## src/rtl/alu_mc.sv

```systemverilog
// alu_mc: parametrised multi-cycle ALU with a general register file,
// two's-complement flags and a serial shifter / shift-add multiplier.
//
// Handshake: an operation is accepted on a rising Clk edge where
// OpValid=1 and OpReady=1; OpReady is high only in IDLE. OpCode, RegSel and
// InData are sampled at acceptance only. OpValid while busy is ignored, so the
// requester must hold it. OpDone pulses for the one cycle after the edge that
// commits the accepted operation's results.
module alu_mc #(
  parameter int DATA_W = 8,
  parameter int NREGS  = 4,
  localparam int SEL_W = $clog2(NREGS)
) (
  input  logic              Clk,
  input  logic              Rst_n,
  input  logic              OpValid,
  output logic              OpReady,
  input  logic [4:0]        OpCode,
  input  logic [SEL_W-1:0]  RegSel,
  input  logic [DATA_W-1:0] InData,
  output logic              OpDone,
  output logic [DATA_W-1:0] OutData,
  output logic              OutValid,
  output logic [DATA_W-1:0] Index_Reg,
  output logic              FlagZ,
  output logic              FlagC,
  output logic              FlagN,
  output logic              FlagE,
  output logic [1:0]        DbgState
);

  localparam int SH_W  = $clog2(DATA_W);
  localparam int CNT_W = SH_W + 1;

  localparam logic [4:0] OP_NOP      = 5'd0;
  localparam logic [4:0] OP_LDR      = 5'd1;
  localparam logic [4:0] OP_LDACC    = 5'd2;
  localparam logic [4:0] OP_LDID     = 5'd3;
  localparam logic [4:0] OP_MVACC2R  = 5'd4;
  localparam logic [4:0] OP_MVACC2ID = 5'd5;
  localparam logic [4:0] OP_ADD      = 5'd6;
  localparam logic [4:0] OP_SUB      = 5'd7;
  localparam logic [4:0] OP_AND      = 5'd8;
  localparam logic [4:0] OP_OR       = 5'd9;
  localparam logic [4:0] OP_XOR      = 5'd10;
  localparam logic [4:0] OP_CMPE     = 5'd11;
  localparam logic [4:0] OP_CMPL     = 5'd12;
  localparam logic [4:0] OP_CMPG     = 5'd13;
  localparam logic [4:0] OP_SHL      = 5'd14;
  localparam logic [4:0] OP_SHR      = 5'd15;
  localparam logic [4:0] OP_MUL      = 5'd16;
  localparam logic [4:0] OP_OEACC    = 5'd17;
  localparam logic [4:0] OP_CLRE     = 5'd18;

  typedef enum logic [1:0] {
    S_IDLE  = 2'd0,
    S_SHIFT = 2'd1,
    S_MUL   = 2'd2
  } state_t;

  state_t               state;
  logic [DATA_W-1:0]    regs [NREGS];
  logic [DATA_W-1:0]    acc;
  logic [DATA_W-1:0]    index_q;
  logic [DATA_W-1:0]    work;      // shifter working copy of Acc
  logic [DATA_W-1:0]    mcand;     // multiplicand (A) held during MUL
  logic [2*DATA_W-1:0]  prod;      // {partial high, remaining multiplier}
  logic [CNT_W-1:0]     cnt;       // remaining iterations
  logic                 shl_dir;   // 1: shift left, 0: shift right

  logic                 accept;
  logic [DATA_W-1:0]    op_a;
  logic [DATA_W-1:0]    op_b;
  logic [DATA_W:0]      add_sum;
  logic [SH_W-1:0]      sh_amt;
  logic [DATA_W-1:0]    work_sh;
  logic                 sh_out;
  logic [DATA_W:0]      mul_sum;
  logic [2*DATA_W-1:0]  prod_nx;

  assign OpReady   = (state == S_IDLE);
  assign accept    = OpValid && OpReady;
  assign op_a      = regs[0];
  assign op_b      = regs[RegSel];
  assign add_sum   = {1'b0, op_a} + {1'b0, op_b};
  assign sh_amt    = InData[SH_W-1:0];
  assign Index_Reg = index_q;
  assign DbgState  = state;

  // One-bit shift step of the working copy and the bit leaving it.
  always_comb begin
    work_sh = shl_dir ? {work[DATA_W-2:0], 1'b0} : {1'b0, work[DATA_W-1:1]};
    sh_out  = shl_dir ? work[DATA_W-1] : work[0];
  end

  // One shift-add multiply step: add A to the high half when the current
  // multiplier LSB is set, then shift the whole product right by one.
  always_comb begin
    mul_sum = {1'b0, prod[2*DATA_W-1:DATA_W]} + (prod[0] ? {1'b0, mcand} : '0);
    prod_nx = {mul_sum, prod[DATA_W-1:1]};
  end

  // Control FSM, architectural state and registered outputs.
  always_ff @(posedge Clk or negedge Rst_n) begin
    if (!Rst_n) begin
      state    <= S_IDLE;
      for (int i = 0; i < NREGS; i++) regs[i] <= '0;
      acc      <= '0;
      index_q  <= '0;
      work     <= '0;
      mcand    <= '0;
      prod     <= '0;
      cnt      <= '0;
      shl_dir  <= 1'b0;
      FlagZ    <= 1'b0;
      FlagC    <= 1'b0;
      FlagN    <= 1'b0;
      FlagE    <= 1'b0;
      OpDone   <= 1'b0;
      OutData  <= '0;
      OutValid <= 1'b0;
    end else begin
      OpDone   <= 1'b0;
      OutData  <= '0;
      OutValid <= 1'b0;
      case (state)
        S_IDLE: begin
          if (accept) begin
            // Single-cycle ops commit here; multi-cycle starts clear this.
            OpDone <= 1'b1;
            case (OpCode)
              OP_NOP: ;
              OP_LDR:      regs[RegSel] <= InData;
              OP_LDACC:    acc <= InData;
              OP_LDID:     index_q <= InData;
              OP_MVACC2R:  regs[RegSel] <= acc;
              OP_MVACC2ID: index_q <= acc;
              OP_ADD: begin
                acc   <= add_sum[DATA_W-1:0];
                FlagC <= add_sum[DATA_W];
                FlagZ <= ~|add_sum[DATA_W-1:0];
                FlagN <= add_sum[DATA_W-1];
              end
              OP_SUB: begin
                acc   <= op_a - op_b;
                FlagC <= (op_a < op_b);
                FlagZ <= (op_a == op_b);
                FlagN <= (op_a - op_b) >> (DATA_W - 1) != '0;
              end
              OP_AND: begin
                acc   <= op_a & op_b;
                FlagC <= 1'b0;
                FlagZ <= ~|(op_a & op_b);
                FlagN <= op_a[DATA_W-1] & op_b[DATA_W-1];
              end
              OP_OR: begin
                acc   <= op_a | op_b;
                FlagC <= 1'b0;
                FlagZ <= ~|(op_a | op_b);
                FlagN <= op_a[DATA_W-1] | op_b[DATA_W-1];
              end
              OP_XOR: begin
                acc   <= op_a ^ op_b;
                FlagC <= 1'b0;
                FlagZ <= ~|(op_a ^ op_b);
                FlagN <= op_a[DATA_W-1] ^ op_b[DATA_W-1];
              end
              OP_CMPE: FlagZ <= (op_a == op_b);
              OP_CMPL: FlagZ <= (op_a < op_b);
              OP_CMPG: FlagZ <= (op_a > op_b);
              OP_SHL, OP_SHR: begin
                if (sh_amt == '0) begin
                  // Zero-length shift: Acc unchanged, flags from it, no carry.
                  FlagC <= 1'b0;
                  FlagZ <= ~|acc;
                  FlagN <= acc[DATA_W-1];
                end else begin
                  OpDone  <= 1'b0;
                  work    <= acc;
                  cnt     <= CNT_W'(sh_amt);
                  shl_dir <= (OpCode == OP_SHL);
                  state   <= S_SHIFT;
                end
              end
              OP_MUL: begin
                OpDone <= 1'b0;
                mcand  <= op_a;
                prod   <= {{DATA_W{1'b0}}, op_b};
                cnt    <= CNT_W'(DATA_W);
                state  <= S_MUL;
              end
              OP_OEACC: begin
                OutData  <= acc;
                OutValid <= 1'b1;
              end
              OP_CLRE: FlagE <= 1'b0;
              default: FlagE <= 1'b1;
            endcase
          end
        end
        S_SHIFT: begin
          // Shift the working copy; Acc and flags change only on the last step.
          work <= work_sh;
          cnt  <= cnt - 1'b1;
          if (cnt == CNT_W'(1)) begin
            acc    <= work_sh;
            FlagC  <= sh_out;
            FlagZ  <= ~|work_sh;
            FlagN  <= work_sh[DATA_W-1];
            OpDone <= 1'b1;
            state  <= S_IDLE;
          end
        end
        S_MUL: begin
          prod <= prod_nx;
          cnt  <= cnt - 1'b1;
          if (cnt == CNT_W'(1)) begin
            acc    <= prod_nx[DATA_W-1:0];
            FlagC  <= |prod_nx[2*DATA_W-1:DATA_W];
            FlagZ  <= ~|prod_nx[DATA_W-1:0];
            FlagN  <= prod_nx[DATA_W-1];
            OpDone <= 1'b1;
            state  <= S_IDLE;
          end
        end
        default: state <= S_IDLE;
      endcase
    end
  end

endmodule

```

## config.mk

```make
export PLATFORM = sky130hd
export DESIGN_NAME = alu_mc
export DESIGN_NICKNAME = d
export VERILOG_FILES = /design/src/rtl/alu_mc.sv
export SDC_FILE = /design/constraint.sdc
export NUM_CORES = 1
export LEC_CHECK = 0
export ABC_AREA = 1
export CORE_MARGIN = 2
export CORE_UTILIZATION = 30
export DETAILED_ROUTE_END_ITERATION = 10
export SLEW_MARGIN = 20
export SYNTH_ARGS = -nofsm -noshare
export SYNTH_HDL_FRONTEND = slang
export SYNTH_SLANG_ARGS = --single-unit
```

## constraint.sdc

```tcl
create_clock -name Clk -period 7.3 [get_ports Clk]
set_clock_uncertainty 0.1 [all_clocks]
set_input_delay 1.46 -clock Clk [delete_from_list [all_inputs] [get_ports Clk]]
set_output_delay 1.46 -clock Clk [all_outputs]
set_load 0.01 [all_outputs]
```

==> results.md <==
* Status: completed
* WL final at 21,200 um
* Fmax achieved at 231 MHz
* Sw Pwr at 0.00119 W
* Layout cells sized above 1 at 6.82%
* Critical setup path kind: input port to flip-flop
* Worst min-delay path category: flip-flop to flip-flop
* Post-synthesis compound-gate area fraction at 16.3%
* Chip height at 156 um
* Gate power share at 47.5%
* Min-delay src: cnt[2]
* Worst vdd rail ir drop at 0.138 mV
* Antenna-violating nets left at 0
* Crit path DAT at 4.48 ns
* CTS tree: built
* # DRC at 0
* Mapped Avg Cell Area at 7.13 um2
* Port buffer count at 42
* Initial cell density of the core at 30.6%
* Post-DP Area at 7580 um2
* Vias at 6,523
* Maximum fanout along the worst path at 9
* Max-slew headroom at 47.0%
* Clock Latency Late Sink at 0.37 ns
* Syn nets at 1,032
* Static Leak at 3.91 nW
* WP data required at 7.46 ns
* Crit Reg-Reg Endpoint: acc[6]
* RSZ-0062 raised after global routing: false
* Core ar. at 22,700 um2
* First-pass GRT wire length at 33,600 um
* Placed cells at 1,279
* Post-synth ARST share at 100%
* Max Buffers Root-to-Sink at 2
* Rows at 55
* Detailed placement HPWL at 16,500 um
* Hold Vio Cnt, Final at 0
* Largest net degree at the start of global routing at 56
* CTS clock-pin slew for the worst setup and hold paths at 0.07 ns
* Clk sink count at 101
* Hold_buf cts at 0
* Vias in the first global route at 6,112
* FF-to-FF path depth at 15
* Library cells used by synthesis at 47
* Fin area at 7900 um2
* Max_cap viols at 0
* Core Util, Final at 34.8%
* GRT Total Usage at 17.9%
* Reg2Reg Launch Point: op_a[0]
* Seq pwr share at 33.1%
* Number of synthesized flops with an enable pin at 0
* Htree depth at 3
* FF-to-FF setup slack at 4.45 ns
* Placer Congestion at 0.950
* Clock network power share at 19.3%
* Io pins at 43
* DR iter-0 viols at 524
* Final Slew Violations at 0
* Final min period at 4.32 ns
* Die X at 156 um
* Largest family of logic cells by synthesized area: simple AND/OR/NAND/NOR gates
* Post-CTS setup buffers at 0
* Setup_tns at 0 ns
* PD cells at 327 nW/um2
* Area delta synth->final at 13.8%
* Simple-gate share of the synthesized area at 29.9%
* CTS Root Cell: clkbuf_16
* Drt via density at 5.03
* Fill cells at 2,474
* Power Internal at 0.00140 W
* Hold EP: cnt[2]
* Hold Path Stages at 2
* Initial antenna violation count at 0
* Tcrit/Tclk final at 59.2%
* Die area at 24,400 um2
* Worst-Margin Slew at 0.787 ns
* Synthesized flop and latch total at 101
* Fin cells at 1,296
* Syn Inst Count at 973
* Post-Synth Adder-Cell Area at 7.72%
* Router iterations before antenna repair at 5
* Resized cells post-CTS at 0
* Ys flop type: dfrtp_1
* Final setup fails at 0
* Post-synthesis sequential area ratio at 36.4%
* Worst setup EP type: flip-flop
* Antenna diodes at 0
* Sw Ratio at 45.9%
* Final #Nets at 1,065
* Mux cell area share after synthesis at 0.144%
* Synth Area in XOR/XNOR at 0.379%
* GR Overflow Total at 0
* Drt wl/cell at 16.3 um
* CTS Buf Count at 9
* CP Launch Type: input port
* Synth Warn # at 0
* Mapped Area at 6940 um2
-- power by group through the flow --
stage          Sequential (W)  Combinational, W  Clock, W
3_3_place_gp         0.000863           0.00119         0
5_1_grt              0.000873           0.00137  0.000534
2_1_floorplan        0.000818          0.000833         0
4_1_cts              0.000852           0.00120  0.000511
3_5_place_dp         0.000862           0.00120         0
6_report             0.000856           0.00123  0.000499
-- worst max-delay path, stage by stage --
cell,delay (ns)
clkdlybuf4s50_1,0.51
inv_1,0.08
nand2_1,0.07
clkinv_1,0.24
a221oi_1,0.31
nand2_1,0.16
ha_1,0.25
fa_1,0.42
inv_1,0.09
nand3_1,0.09
nand2_1,0.14
a21oi_1,0.10
or2_2,0.28
nand2_1,0.08
nand3b_1,0.09
nand3_1,0.07
nand2_1,0.05
-- worst max-delay path by stage --
| stage | startpoint | endpoint | slack (ns) |
|---|---|---|---|
| floorplan | RegSel[0] | acc[6] | 3.49 |
| global placement | RegSel[0] | acc[6] | 2.68 |
| detailed placement | RegSel[0] | acc[6] | 2.62 |
| CTS | RegSel[0] | acc[6] | 3.01 |
| global route | RegSel[0] | acc[6] | 2.68 |
| finish | RegSel[0] | acc[6] | 2.98 |
-- cell usage in the layout, fill, tap and decap left out, types with 9 or more instances in the layout --
master	n
nand2_1	280
inv_1	113
dfrtp_1	101
nor2_1	85
o21ai_0	60
nand3_1	59
a21oi_1	49
clkdlybuf4s50_1	41
o21ai_1	38
ha_1	38
inv_2	14
a22oi_1	12
a31oi_1	12
clkbuf_16	9
-- routing by layer --
metal	vias to the layer above	share of wire [%]	routed length, um	global-route usage, %
li1	3229	-	-	-
met5	-	0	0	0
met4	0	1.7	366	4.67
met3	29	5.6	1190	3.19
met2	190	46	9640	27.7
met1	3075	47	9970	25.7
-- logic make-up after synthesis --
| family | count (synthesis) |
|---|---|
| AND/OR/NAND/NOR | 475 |
| AO/OA/AOI/OAI | 199 |
| buffers and inverters | 153 |
| flip-flops | 101 |
| adder cells (fa/ha/maj) | 41 |
| XOR/XNOR | 3 |
| multiplexers | 1 |
-- flip-flops by register name (all words and copies together), names as in the netlist --
name / flops
Index_Reg: 8
FlagZ: 1
mcand: 8
acc: 8
regs: 24
OpDone: 1
cnt: 4
DbgState: 2
shl_dir: 1
OutData: 8
op_a: 8
work: 8
OutValid: 1
prod: 16
FlagE: 1
FlagN: 1
FlagC: 1
-- synth_stat cells, drive strengths merged (2+ instances only) --
cell type | n | area, um2
a211oi | 4 | 30.0
a21oi | 50 | 262
a22oi | 12 | 90.1
a31oi | 12 | 75.1
and2 | 5 | 31.3
buf | 13 | 108
clkbuf | 9 | 33.8
clkinv | 3 | 11.3
dfrtp | 101 | 2530
fa | 3 | 60.1
ha | 38 | 475
inv | 128 | 483
nand2 | 288 | 1120
nand3 | 63 | 335
nand3b | 3 | 22.5
nand4 | 6 | 37.5
nor2 | 96 | 435
nor3 | 6 | 41.3
nor4 | 3 | 18.8
o211ai | 7 | 57.6
o21ai | 104 | 543
o21bai | 2 | 15.0
o22ai | 4 | 25.0
o31ai | 2 | 15.0
or2 | 3 | 18.8
xor2 | 2 | 17.5
-- metrics by stage --
stage | setup slack [ns] | hold slack [ns] | power (W)
after floorplan | 3.49 | 0.342 | 0.00165
after global placement | 2.68 | 0.357 | 0.00205
after detailed placement | 2.62 | 0.365 | 0.00206
after CTS | 3.01 | 0.384 | 0.00256
after global routing | 2.68 | 0.418 | 0.00278
final | 2.98 | 0.383 | 0.00258
-- cell type report --
cell class / count / area, um2 / share of cell area (%)
clock inverters: 6 / 60.1 / 0.761
inverters: 131 / 494 / 6.26
flip-flops and latches: 101 / 2530 / 32.0
well taps: 285 / 357 / 4.52
repair buffers: 44 / 440 / 5.58
clock buffers: 10 / 239 / 3.03
multi-input cells: 719 / 3780 / 47.8
Power figures use the tool's default switching activity.
==> variant, RTL diff (same settings) <==
Put one more register stage on the output `FlagN`, cleared by the reset. The value now appears one clock later. The other outputs are not delayed to match.
--- a/src/rtl/alu_mc.sv
+++ b/src/rtl/alu_mc.sv
@@ -59,4 +59,6 @@
   } state_t;
 
+  logic FlagN_s0;
+
   state_t               state;
   logic [DATA_W-1:0]    regs [NREGS];
@@ -115,5 +117,5 @@
       FlagZ    <= 1'b0;
       FlagC    <= 1'b0;
-      FlagN    <= 1'b0;
+      FlagN_s0 <= 1'b0;
       FlagE    <= 1'b0;
       OpDone   <= 1'b0;
@@ -140,5 +142,5 @@
                 FlagC <= add_sum[DATA_W];
                 FlagZ <= ~|add_sum[DATA_W-1:0];
-                FlagN <= add_sum[DATA_W-1];
+                FlagN_s0 <= add_sum[DATA_W-1];
               end
               OP_SUB: begin
@@ -146,5 +148,5 @@
                 FlagC <= (op_a < op_b);
                 FlagZ <= (op_a == op_b);
-                FlagN <= (op_a - op_b) >> (DATA_W - 1) != '0;
+                FlagN_s0 <= (op_a - op_b) >> (DATA_W - 1) != '0;
               end
               OP_AND: begin
@@ -152,5 +154,5 @@
                 FlagC <= 1'b0;
                 FlagZ <= ~|(op_a & op_b);
-                FlagN <= op_a[DATA_W-1] & op_b[DATA_W-1];
+                FlagN_s0 <= op_a[DATA_W-1] & op_b[DATA_W-1];
               end
               OP_OR: begin
@@ -158,5 +160,5 @@
                 FlagC <= 1'b0;
                 FlagZ <= ~|(op_a | op_b);
-                FlagN <= op_a[DATA_W-1] | op_b[DATA_W-1];
+                FlagN_s0 <= op_a[DATA_W-1] | op_b[DATA_W-1];
               end
               OP_XOR: begin
@@ -164,5 +166,5 @@
                 FlagC <= 1'b0;
                 FlagZ <= ~|(op_a ^ op_b);
-                FlagN <= op_a[DATA_W-1] ^ op_b[DATA_W-1];
+                FlagN_s0 <= op_a[DATA_W-1] ^ op_b[DATA_W-1];
               end
               OP_CMPE: FlagZ <= (op_a == op_b);
@@ -174,5 +176,5 @@
                   FlagC <= 1'b0;
                   FlagZ <= ~|acc;
-                  FlagN <= acc[DATA_W-1];
+                  FlagN_s0 <= acc[DATA_W-1];
                 end else begin
                   OpDone  <= 1'b0;
@@ -207,5 +209,5 @@
             FlagC  <= sh_out;
             FlagZ  <= ~|work_sh;
-            FlagN  <= work_sh[DATA_W-1];
+            FlagN_s0 <= work_sh[DATA_W-1];
             OpDone <= 1'b1;
             state  <= S_IDLE;
@@ -219,5 +221,5 @@
             FlagC  <= |prod_nx[2*DATA_W-1:DATA_W];
             FlagZ  <= ~|prod_nx[DATA_W-1:0];
-            FlagN  <= prod_nx[DATA_W-1];
+            FlagN_s0 <= prod_nx[DATA_W-1];
             OpDone <= 1'b1;
             state  <= S_IDLE;
@@ -229,4 +231,12 @@
   end
 
+  always_ff @(posedge Clk or negedge Rst_n) begin
+    if (!Rst_n) begin
+      FlagN <= '0;
+    end else begin
+      FlagN <= FlagN_s0;
+    end
+  end
+
 endmodule
 
Check against the original RTL: not equivalent (a bounded check fails within 4 cycles, from zero or initial values and one cycle with Rst_n low).
==> variant against the unedited design <==
- cell count is 1.2% lower
- total power is 0.10% higher
- area after synthesis is 0.79% lower
- worst setup slack better by 0.11 ns
- sequential power hardly changed
- sequential cell count is 1 higher
- routed wire length is 2.8% lower
- design area is 0.54% lower
- largest cell class unchanged
==> variant: results (changes against the unedited design) <==
<table>
<tr><th>Metric</th><th>Value</th></tr>
<tr><th colspan="2">Setup path</th></tr>
<tr><td>Worst EP arrival</td><td>4.36 ns (-0.12 ns)</td></tr>
<tr><td>CP max stage delay</td><td>0.47 ns (-0.04 ns)</td></tr>
<tr><td>Cell class contributing the biggest share of worst-path delay</td><td>buffers and inverters</td></tr>
<tr><td>Launch instance of the worst register-to-register path</td><td>op_a[1]</td></tr>
<tr><td>Origin of the worst setup path</td><td>RegSel[1]</td></tr>
<tr><th colspan="2">Power</th></tr>
<tr><td>Static power due to leakage</td><td>3.83 nW (-2.1%)</td></tr>
<tr><td>Worst IR Drop VDD</td><td>146 uV (+5.6%)</td></tr>
<tr><th colspan="2">Clocking</th></tr>
<tr><td>Maximum clock path buffer count</td><td>2 (unchanged)</td></tr>
<tr><td>Clock buffers created by TritonCTS</td><td>9 (unchanged)</td></tr>
<tr><th colspan="2">Status</th></tr>
<tr><td>Status</td><td>finished, final reports clean</td></tr>
<tr><th colspan="2">Global route</th></tr>
<tr><td>Maximum number of pins on one net before global-route repair</td><td>60 (+7.1%)</td></tr>
<tr><td>Vias in the first global route</td><td>6,174 (+1.0%)</td></tr>
<tr><td>All-layer global routing usage</td><td>17.7% (-0.19 points)</td></tr>
<tr><th colspan="2">Hold path</th></tr>
<tr><td>HP Start</td><td>FlagN_s0</td></tr>
<tr><th colspan="2">Drt</th></tr>
<tr><td>DRT Wirelength</td><td>20,600 um (-2.8%)</td></tr>
<tr><td>Initial detailed-routing violation count</td><td>630 (+20%)</td></tr>
<tr><td>DR pass1 iterations</td><td>6 (+1)</td></tr>
<tr><th colspan="2">Placed design</th></tr>
<tr><td>Half-perimeter wire length of the detailed placement result</td><td>16,000 um (-2.7%)</td></tr>
<tr><td>GP Congestion</td><td>0.974 (+2.5%)</td></tr>
<tr><th colspan="2">Synth</th></tr>
<tr><td>Cell count after synthesis</td><td>957 (-1.6%)</td></tr>
<tr><td>Post-synth net total</td><td>1,016 (-1.6%)</td></tr>
<tr><td>Seq/Total Area, Yosys</td><td>37.1% (+0.65 points)</td></tr>
<tr><td>Most numerous cell types in the synthesized netlist</td><td>277 x sky130_fd_sc_hd__nand2_1, 102 x sky130_fd_sc_hd__dfrtp_1, 102 x sky130_fd_sc_hd__inv_1</td></tr>
<tr><td>Top cells by area in the synthesized netlist</td><td>sky130_fd_sc_hd__dfrtp_1 37%, sky130_fd_sc_hd__nand2_1 15%, sky130_fd_sc_hd__ha_1 6.9%</td></tr>
<tr><th colspan="2">Finish</th></tr>
<tr><td>Antenna cells</td><td>0 (unchanged)</td></tr>
<tr><td>Net count, final</td><td>1,050 (-1.4%)</td></tr>
<tr><td>Ratio of cells with drive above 1 in the final layout</td><td>6.53% (-0.30 points)</td></tr>
<tr><th colspan="2">Timing</th></tr>
<tr><td>Final number of setup-violating endpoints</td><td>0 (unchanged)</td></tr>
<tr><td>Worst slew pin tran</td><td>1.05 ns (+0.268 ns)</td></tr>
</table>
## variant: logic make-up (layout without fill, tap and decap cells)
group / Yosys count / count (layout) / synth area share (%)
simple gates: 481 / 481 / 30.4
compound gates: 189 / 189 / 15.7
buf+inv: 139 / 178 / 8.47
flops: 102 / 102 / 37.1
fa+ha+maj: 41 / 41 / 7.78
xor+xnor: 5 / 5 / 0.636
## variant: report_power, final
group          total [mW]  leakage (nW)  switching (mW)  internal [mW]
combinational        1.21          2.33           0.783          0.431
clock               0.514         0.155           0.239          0.275
sequential          0.857          1.34           0.136          0.721
total                2.58          3.83            1.16           1.43
## variant: per-layer routing
layer / wire (um) / GRT usage, % / vias up
met5: 0 / 0 / -
met4: 548 / 5.81 / 0
met3: 994 / 2.48 / 34
met2: 9140 / 27.5 / 194
met1: 9900 / 25.4 / 2994
li1: - / - / 3191
## variant: final timing paths
check / endpoint / slack (ns) / cells after the start
worst min-delay path: FlagN / 0.36 / 0
min in group asynchronous: cnt[2] / 0.99 / 1
worst max-delay path: acc[6] / 3.09 / 16
worst min register to register: FlagN / 0.36 / 0
worst max register to register: acc[7] / 4.49 / 16
max in group asynchronous: regs[14] / 4.89 / 2
## variant: area by class of cell
type	instances	area, um2	share of cell area, %
flip-flops and latches	102	2550	32.5
multi-input cells	716	3750	47.8
inverters	118	448	5.70
repair buffers	44	433	5.51
well taps	285	357	4.54
clock buffers	9	225	2.87
clock inverters	7	87.6	1.12
## variant: metrics by stage
step           hold WS [ns]  util (%)  worst slack (ns)  instance area, um2
2_1_floorplan         0.254         -              3.63                6890
5_1_grt               0.368      34.8              2.81                7850
3_3_place_gp          0.315      33.4              2.82                7540
6_report              0.363      34.8              3.09                7850
4_1_cts               0.351      34.8              3.14                7850
3_5_place_dp          0.331      33.4              2.76                7540
